<file path="src/rtl/imem_loader_pkg.sv">
// ============================================================================
// Module : imem_loader_pkg
// Brief  : Shared state encoding and frame constants for the boot loader.
// Rev    : 1.0  initial release
// ============================================================================
`default_nettype none

package imem_loader_pkg;

    typedef enum logic [2:0] {
        ST_LEN_LO = 3'd0,
        ST_LEN_HI = 3'd1,
        ST_DATA   = 3'd2,
        ST_CSUM   = 3'd3,
        ST_RUN    = 3'd4,
        ST_ERROR  = 3'd5
    } loader_state_t;

    localparam int LEN_BYTES      = 2;
    localparam int BYTES_PER_WORD = 4;

endpackage

`default_nettype wire

</file>
<file path="src/rtl/word_assembler.sv">
// ============================================================================
// Module : word_assembler
// Brief  : 8->32 little-endian packer; one-cycle word_valid with registered word.
// Rev    : 1.0  initial release
// ============================================================================
`default_nettype none

module word_assembler
    import imem_loader_pkg::*;
(
    input  logic        clk,
    input  logic        rst,
    input  logic        byte_valid,
    input  logic [7:0]  byte_data,
    output logic        last_byte,
    output logic        word_valid,
    output logic [31:0] word
);

    localparam int IDX_W = $clog2(BYTES_PER_WORD);

    logic [IDX_W-1:0] idx;
    logic [23:0]      partial;

    assign last_byte = (idx == IDX_W'(BYTES_PER_WORD - 1));

    always_ff @(posedge clk or negedge rst) begin
        if (!rst) begin
            idx        <= '0;
            partial    <= '0;
            word       <= '0;
            word_valid <= 1'b0;
        end else begin
            word_valid <= 1'b0;
            if (byte_valid) begin
                // Shift in from the top so the first byte ends up in bits [7:0].
                partial <= {byte_data, partial[23:8]};
                idx     <= idx + 1'b1;
                if (last_byte) begin
                    word       <= {byte_data, partial};
                    word_valid <= 1'b1;
                end
            end
        end
    end

endmodule

`default_nettype wire

</file>
<file path="src/rtl/imem_loader.sv">
// ============================================================================
// Module : imem_loader
// Brief  : Framed byte-stream boot loader; holds the core until a verified load.
// Rev    : 1.0  initial release
// ============================================================================
`default_nettype none

module imem_loader
    import imem_loader_pkg::*;
#(
    parameter int ADDR_WIDTH = 10,
    parameter int BASE_ADDR  = 0
) (
    input  logic                  clk,
    input  logic                  rst,
    input  logic                  in_valid,
    input  logic [7:0]            in_data,
    output logic                  in_ready,
    output logic                  imem_we,
    output logic [ADDR_WIDTH-1:0] imem_addr,
    output logic [31:0]           imem_wdata,
    output logic                  core_hold,
    output logic                  done,
    output logic                  error
);

    localparam int          LEN_W    = LEN_BYTES * 8;
    localparam logic [31:0] CAPACITY = 32'(1) << ADDR_WIDTH;

    loader_state_t    state;
    logic [7:0]       csum_acc;
    logic [LEN_W-1:0] len_word;
    logic [LEN_W-1:0] word_cnt;
    logic [LEN_W-1:0] len_next;
    logic             accept;
    logic             last_byte;

    assign accept   = in_valid && in_ready;
    assign len_next = {in_data, len_word[7:0]};

    word_assembler u_word_assembler (
        .clk        (clk),
        .rst        (rst),
        .byte_valid (accept && (state == ST_DATA)),
        .byte_data  (in_data),
        .last_byte  (last_byte),
        .word_valid (imem_we),
        .word       (imem_wdata)
    );

    always_ff @(posedge clk or negedge rst) begin
        if (!rst) begin
            state     <= ST_LEN_LO;
            csum_acc  <= '0;
            len_word  <= '0;
            word_cnt  <= '0;
            in_ready  <= 1'b0;
            imem_addr <= '0;
            core_hold <= 1'b1;
            done      <= 1'b0;
            error     <= 1'b0;
        end else begin
            if (accept && (state != ST_CSUM))
                csum_acc <= csum_acc ^ in_data;

            case (state)
                ST_LEN_LO: begin
                    in_ready <= 1'b1;
                    if (accept) begin
                        len_word[7:0] <= in_data;
                        state         <= ST_LEN_HI;
                    end
                end
                ST_LEN_HI: begin
                    if (accept) begin
                        len_word <= len_next;
                        word_cnt <= '0;
                        if (32'(len_next) > CAPACITY) begin
                            state    <= ST_ERROR;
                            in_ready <= 1'b0;
                            error    <= 1'b1;
                        end else if (len_next == '0) begin
                            state <= ST_CSUM;
                        end else begin
                            state <= ST_DATA;
                        end
                    end
                end
                ST_DATA: begin
                    if (accept && last_byte) begin
                        // Address is latched with the word so both appear alongside imem_we.
                        imem_addr <= ADDR_WIDTH'(BASE_ADDR) + ADDR_WIDTH'(word_cnt);
                        word_cnt  <= word_cnt + 1'b1;
                        if (word_cnt == len_word - 1'b1)
                            state <= ST_CSUM;
                    end
                end
                ST_CSUM: begin
                    if (accept) begin
                        in_ready <= 1'b0;
                        if (in_data == csum_acc) begin
                            state     <= ST_RUN;
                            done      <= 1'b1;
                            core_hold <= 1'b0;
                        end else begin
                            state <= ST_ERROR;
                            error <= 1'b1;
                        end
                    end
                end
                default: begin
                    in_ready <= 1'b0;
                end
            endcase
        end
    end

endmodule

`default_nettype wire

</file>
<file path="config.mk">
export PLATFORM = sky130hd
export DESIGN_NAME = imem_loader
export DESIGN_NICKNAME = d
export VERILOG_FILES = /design/src/rtl/imem_loader_pkg.sv /design/src/rtl/word_assembler.sv /design/src/rtl/imem_loader.sv
export SDC_FILE = /design/constraint.sdc
export NUM_CORES = 1
export LEC_CHECK = 0
export ABC_AREA = 1
export CAP_MARGIN = 20
export CELL_PAD_IN_SITES_DETAIL_PLACEMENT = 1
export CELL_PAD_IN_SITES_GLOBAL_PLACEMENT = 1
export CORE_MARGIN = 2
export CORE_UTILIZATION = 46
export DETAILED_ROUTE_END_ITERATION = 12
export PLACE_DENSITY_LB_ADDON = 0.12
export SYNTH_ARGS = -nofsm -noshare
export SYNTH_HDL_FRONTEND = slang
export SYNTH_SLANG_ARGS = --single-unit
</file>
<file path="constraint.sdc">
create_clock -name clk -period 4.2 [get_ports clk]
set_input_delay 1.05 -clock clk [delete_from_list [all_inputs] [get_ports clk]]
set_output_delay 1.05 -clock clk [all_outputs]
set_load 0.01 [all_outputs]
</file>
==> run_results.csv <==
group,metric,value,unit
power_and_ir_drop,clkPwrFrac,0.373,
timing,drv_slew,0,
drt,drt.antenna.violating_nets,0,
grt,groute.usage.overall,0.2404,
floorplan,die_area,0.01268,mm²
floorplan,rows,39,
clock_network,post_cts_resized,0,
setup_path,crit_type,"input port to flop",
logic_synthesis,synth.distinct_cells,39,
timing,skew,0.01033,ns
power_and_ir_drop,p_per_area,536.0,mW/mm²
drt,drtPass1Iterations,4,
grt,grt_max_degree,76,
placement,gp_congestion,0.8365,
final_layout,fin_area,0.006700,mm²
clock_network,cts_htree_levels,4,
setup_path,required,4.50,ns
timing,fin_crit,2.754,ns
clock_network,cts_max_path_buffers,2,
drt,viasPerCell,5.163,
power_and_ir_drop,ir_worst_vdd,0.3166,mV
logic_synthesis,synth_edf_count,0,
logic_synthesis,synthTopCellsByArea,"dfrtp_1 (53%), nand2_1 (13%), o21ai_0 (8.1%)",
placement,dp_hpwl,9.697,mm
logic_synthesis,synth_area_leader_cell,"dfrtp_1",
clock_network,cts_setup_buffers,0,
final_layout,final_common_cell,"nand2_1",
power_and_ir_drop,power_frac_comb,0.228,
logic_synthesis,syn-cell-area,0.005424,mm²
logic_synthesis,synthCells,643,
clock_network,clock_latency,0.42,ns
hold_path,hp-class,"flop to flop",
setup_path,cp-end-kind,"flop",
clock_network,cts_buffers,17,
grt,grt_overflow,0,
drt,wl_per_cell,16.25,µm
timing,finalSetupViolations,0,
logic_synthesis,synth_top_cell_area_share,0.5306,
timing,min_period_over_period,0.6557,
final_layout,finish.utilization,0.5843,
final_layout,nets,719,
clock_network,clk_pin_slew_worst_paths,0.05,ns
drt,drtIter0Drc,195,
timing,fin_setup_tns,0,ns
drt,route.vias.total,4440,
clock_network,hold_buffers,0,
power_and_ir_drop,leakage,3.238,nW
power_and_ir_drop,seqPwrFrac,0.399,
grt,grt_pass1_wl,23.79,mm
floorplan,die_h,112.6,µm
floorplan,start_util,0.4730,
logic_synthesis,async_reset_ff_frac,1.000,
final_layout,synthToLayoutAreaGrowth,23.53,%
grt,grt_pass1_vias,4783,
placement,numPortBuffers,57,
final_layout,drive_above_1_share,0.08926,
timing,worst_slew_pin_slew,0.8622,ns
placement,placed_area,0.006137,mm²
logic_synthesis,ys_seq_area_frac,0.5354,
logic_synthesis,synth_ff_type,"dfrtp_1",
drt,drc,0,
power_and_ir_drop,swShare,0.3285,
logic_synthesis,syn-num-nets,658,
timing,final_hold_viol_count,0,
timing,relSlewSlack,0.4252,
floorplan,die_x,112.6,µm
setup_path,cpMaxStageDelayCell,"buf_4",
setup_path,path_cells,"clkdlybuf4s50_1, nand2_2, inv_1, nand3_4, buf_4, inv_1, nor2_1, nor2_1",
power_and_ir_drop,p_int,2.411,mW
clock_network,cts_tree,"built",
setup_path,arrival,3.05,ns
timing,fmax,0.3631,GHz
clock_network,cts-root-buf,"clkbuf_16",
status,status,"completed",
flow_run,maxCapViolCount,0,
final_layout,final_cell_mix,"nand2_1 (195), dfrtp_1 (115), o21ai_0 (88)",
final_layout,diodes,0,
drt,wirelength,13.98,mm
floorplan,core-area,0.01147,mm²
setup_path,path_max_fanout,75,
timing,rsz0062_at_grt,"no",
grt,antenna_found_initial,0,
setup_path,cp_slowest_stage_delay,0.54,ns
clock_network,cts.sinks,116,
logic_synthesis,synth_area_per_cell,8.435,µm²
power_and_ir_drop,switching_power,1.180,mW
logic_synthesis,synth_seq_cells,116,
setup_path,cp-start-kind,"input port",
logic_synthesis,yosys_warnings,0,
floorplan,num_io_pins,58,
[through the flow]
| step | hold slack (ns) | std cells | total power [mW] | setup WS (ns) |
|---|---|---|---|---|
| floorplan | 0.4422 | 643 | 2.007 | 1.980 |
| global placement | 0.4314 | 828 | 2.205 | 1.092 |
| detailed placement | 0.4370 | 828 | 2.260 | 1.059 |
| CTS | 0.4470 | 860 | 3.624 | 1.449 |
| global route | 0.4877 | 860 | 3.823 | 1.270 |
| finish | 0.4440 | 860 | 3.591 | 1.446 |
[path summary, 6_finish.rpt]
check	cells past startpoint	start	to	slack, ns
max	8	in_valid	imem_addr[0]	1.45
min	2	core_hold	core_hold	0.44
max reg2reg	12	len_word[0]	state[0]	1.95
min reg2reg	2	core_hold	core_hold	0.44
max in group asynchronous	2	rst	state[0]	2.67
min in group asynchronous	1	rst	u_word_assembler.word[6]	0.75
[worst max-delay path, delay by kind of cell]
family	cells	cell delay [ns]
buffers and inverters	4	1.43
AND/OR/NAND/NOR	4	0.54
[per-layer routing]
layer  part of all wire  up-vias  GRT usage
li1                   -     2154          -
met1               0.46     2180     0.3116
met2               0.49       86     0.3948
met3              0.037       20    0.05292
met4              0.018        0    0.09512
met5                  0        -          0
[cell usage after synthesis, types with 3 or more instances]
cell type  instances
nand4_1            3
xor2_1            12
nand3b_1           4
nor2_1            39
inv_1             72
a21oi_1            8
ha_1               4
nor2_2             8
dfrtp_1          115
nand2_4            3
nor3_1            10
nand2_1          195
clkbuf_1          16
xnor2_1           11
nand3_1           24
o21ai_0           88
nor2_4             4
nand2_2            6
[cells by family after synthesis]
family | share of synthesized area
DFF | 0.5354
xor gates and xnor gates | 0.03714
AOI/OAI and AO/OA | 0.09804
muxes | 0.002076
and+or+nand+nor | 0.2544
buffers and inverters | 0.06367
adders and majority gates | 0.009228
[registers in the layout, indices dropped and copies added (netlist names)]
register and flops:
core_hold 1, u_word_assembler.word_valid 1, u_word_assembler.partial 24, done 1, u_word_assembler.idx 2, len_word 16
state 3, word_cnt 16, csum_acc 8, imem_addr 10, u_word_assembler.word 32, in_ready 1
error 1
[cell type report]
type	count	area, µm²
repair buffers	60	603.1
inverters	73	276.5
multi-input cells	436	2175
well taps	143	178.9
flip-flops and latches	116	2904
fillers	1359	4767
clock buffers	26	519.2
clock inverters	6	43.79
[power by group through the flow]
stage | Combinational (mW) | Sequential (mW) | Clock (mW)
final | 0.817 | 1.43 | 1.34
after global routing | 0.953 | 1.45 | 1.42
after CTS | 0.828 | 1.43 | 1.36
after detailed placement | 0.814 | 1.45 | 0
after global placement | 0.767 | 1.44 | 0
after floorplan | 0.609 | 1.40 | 0
No activity file was read; power rests on OpenSTA's default activity.
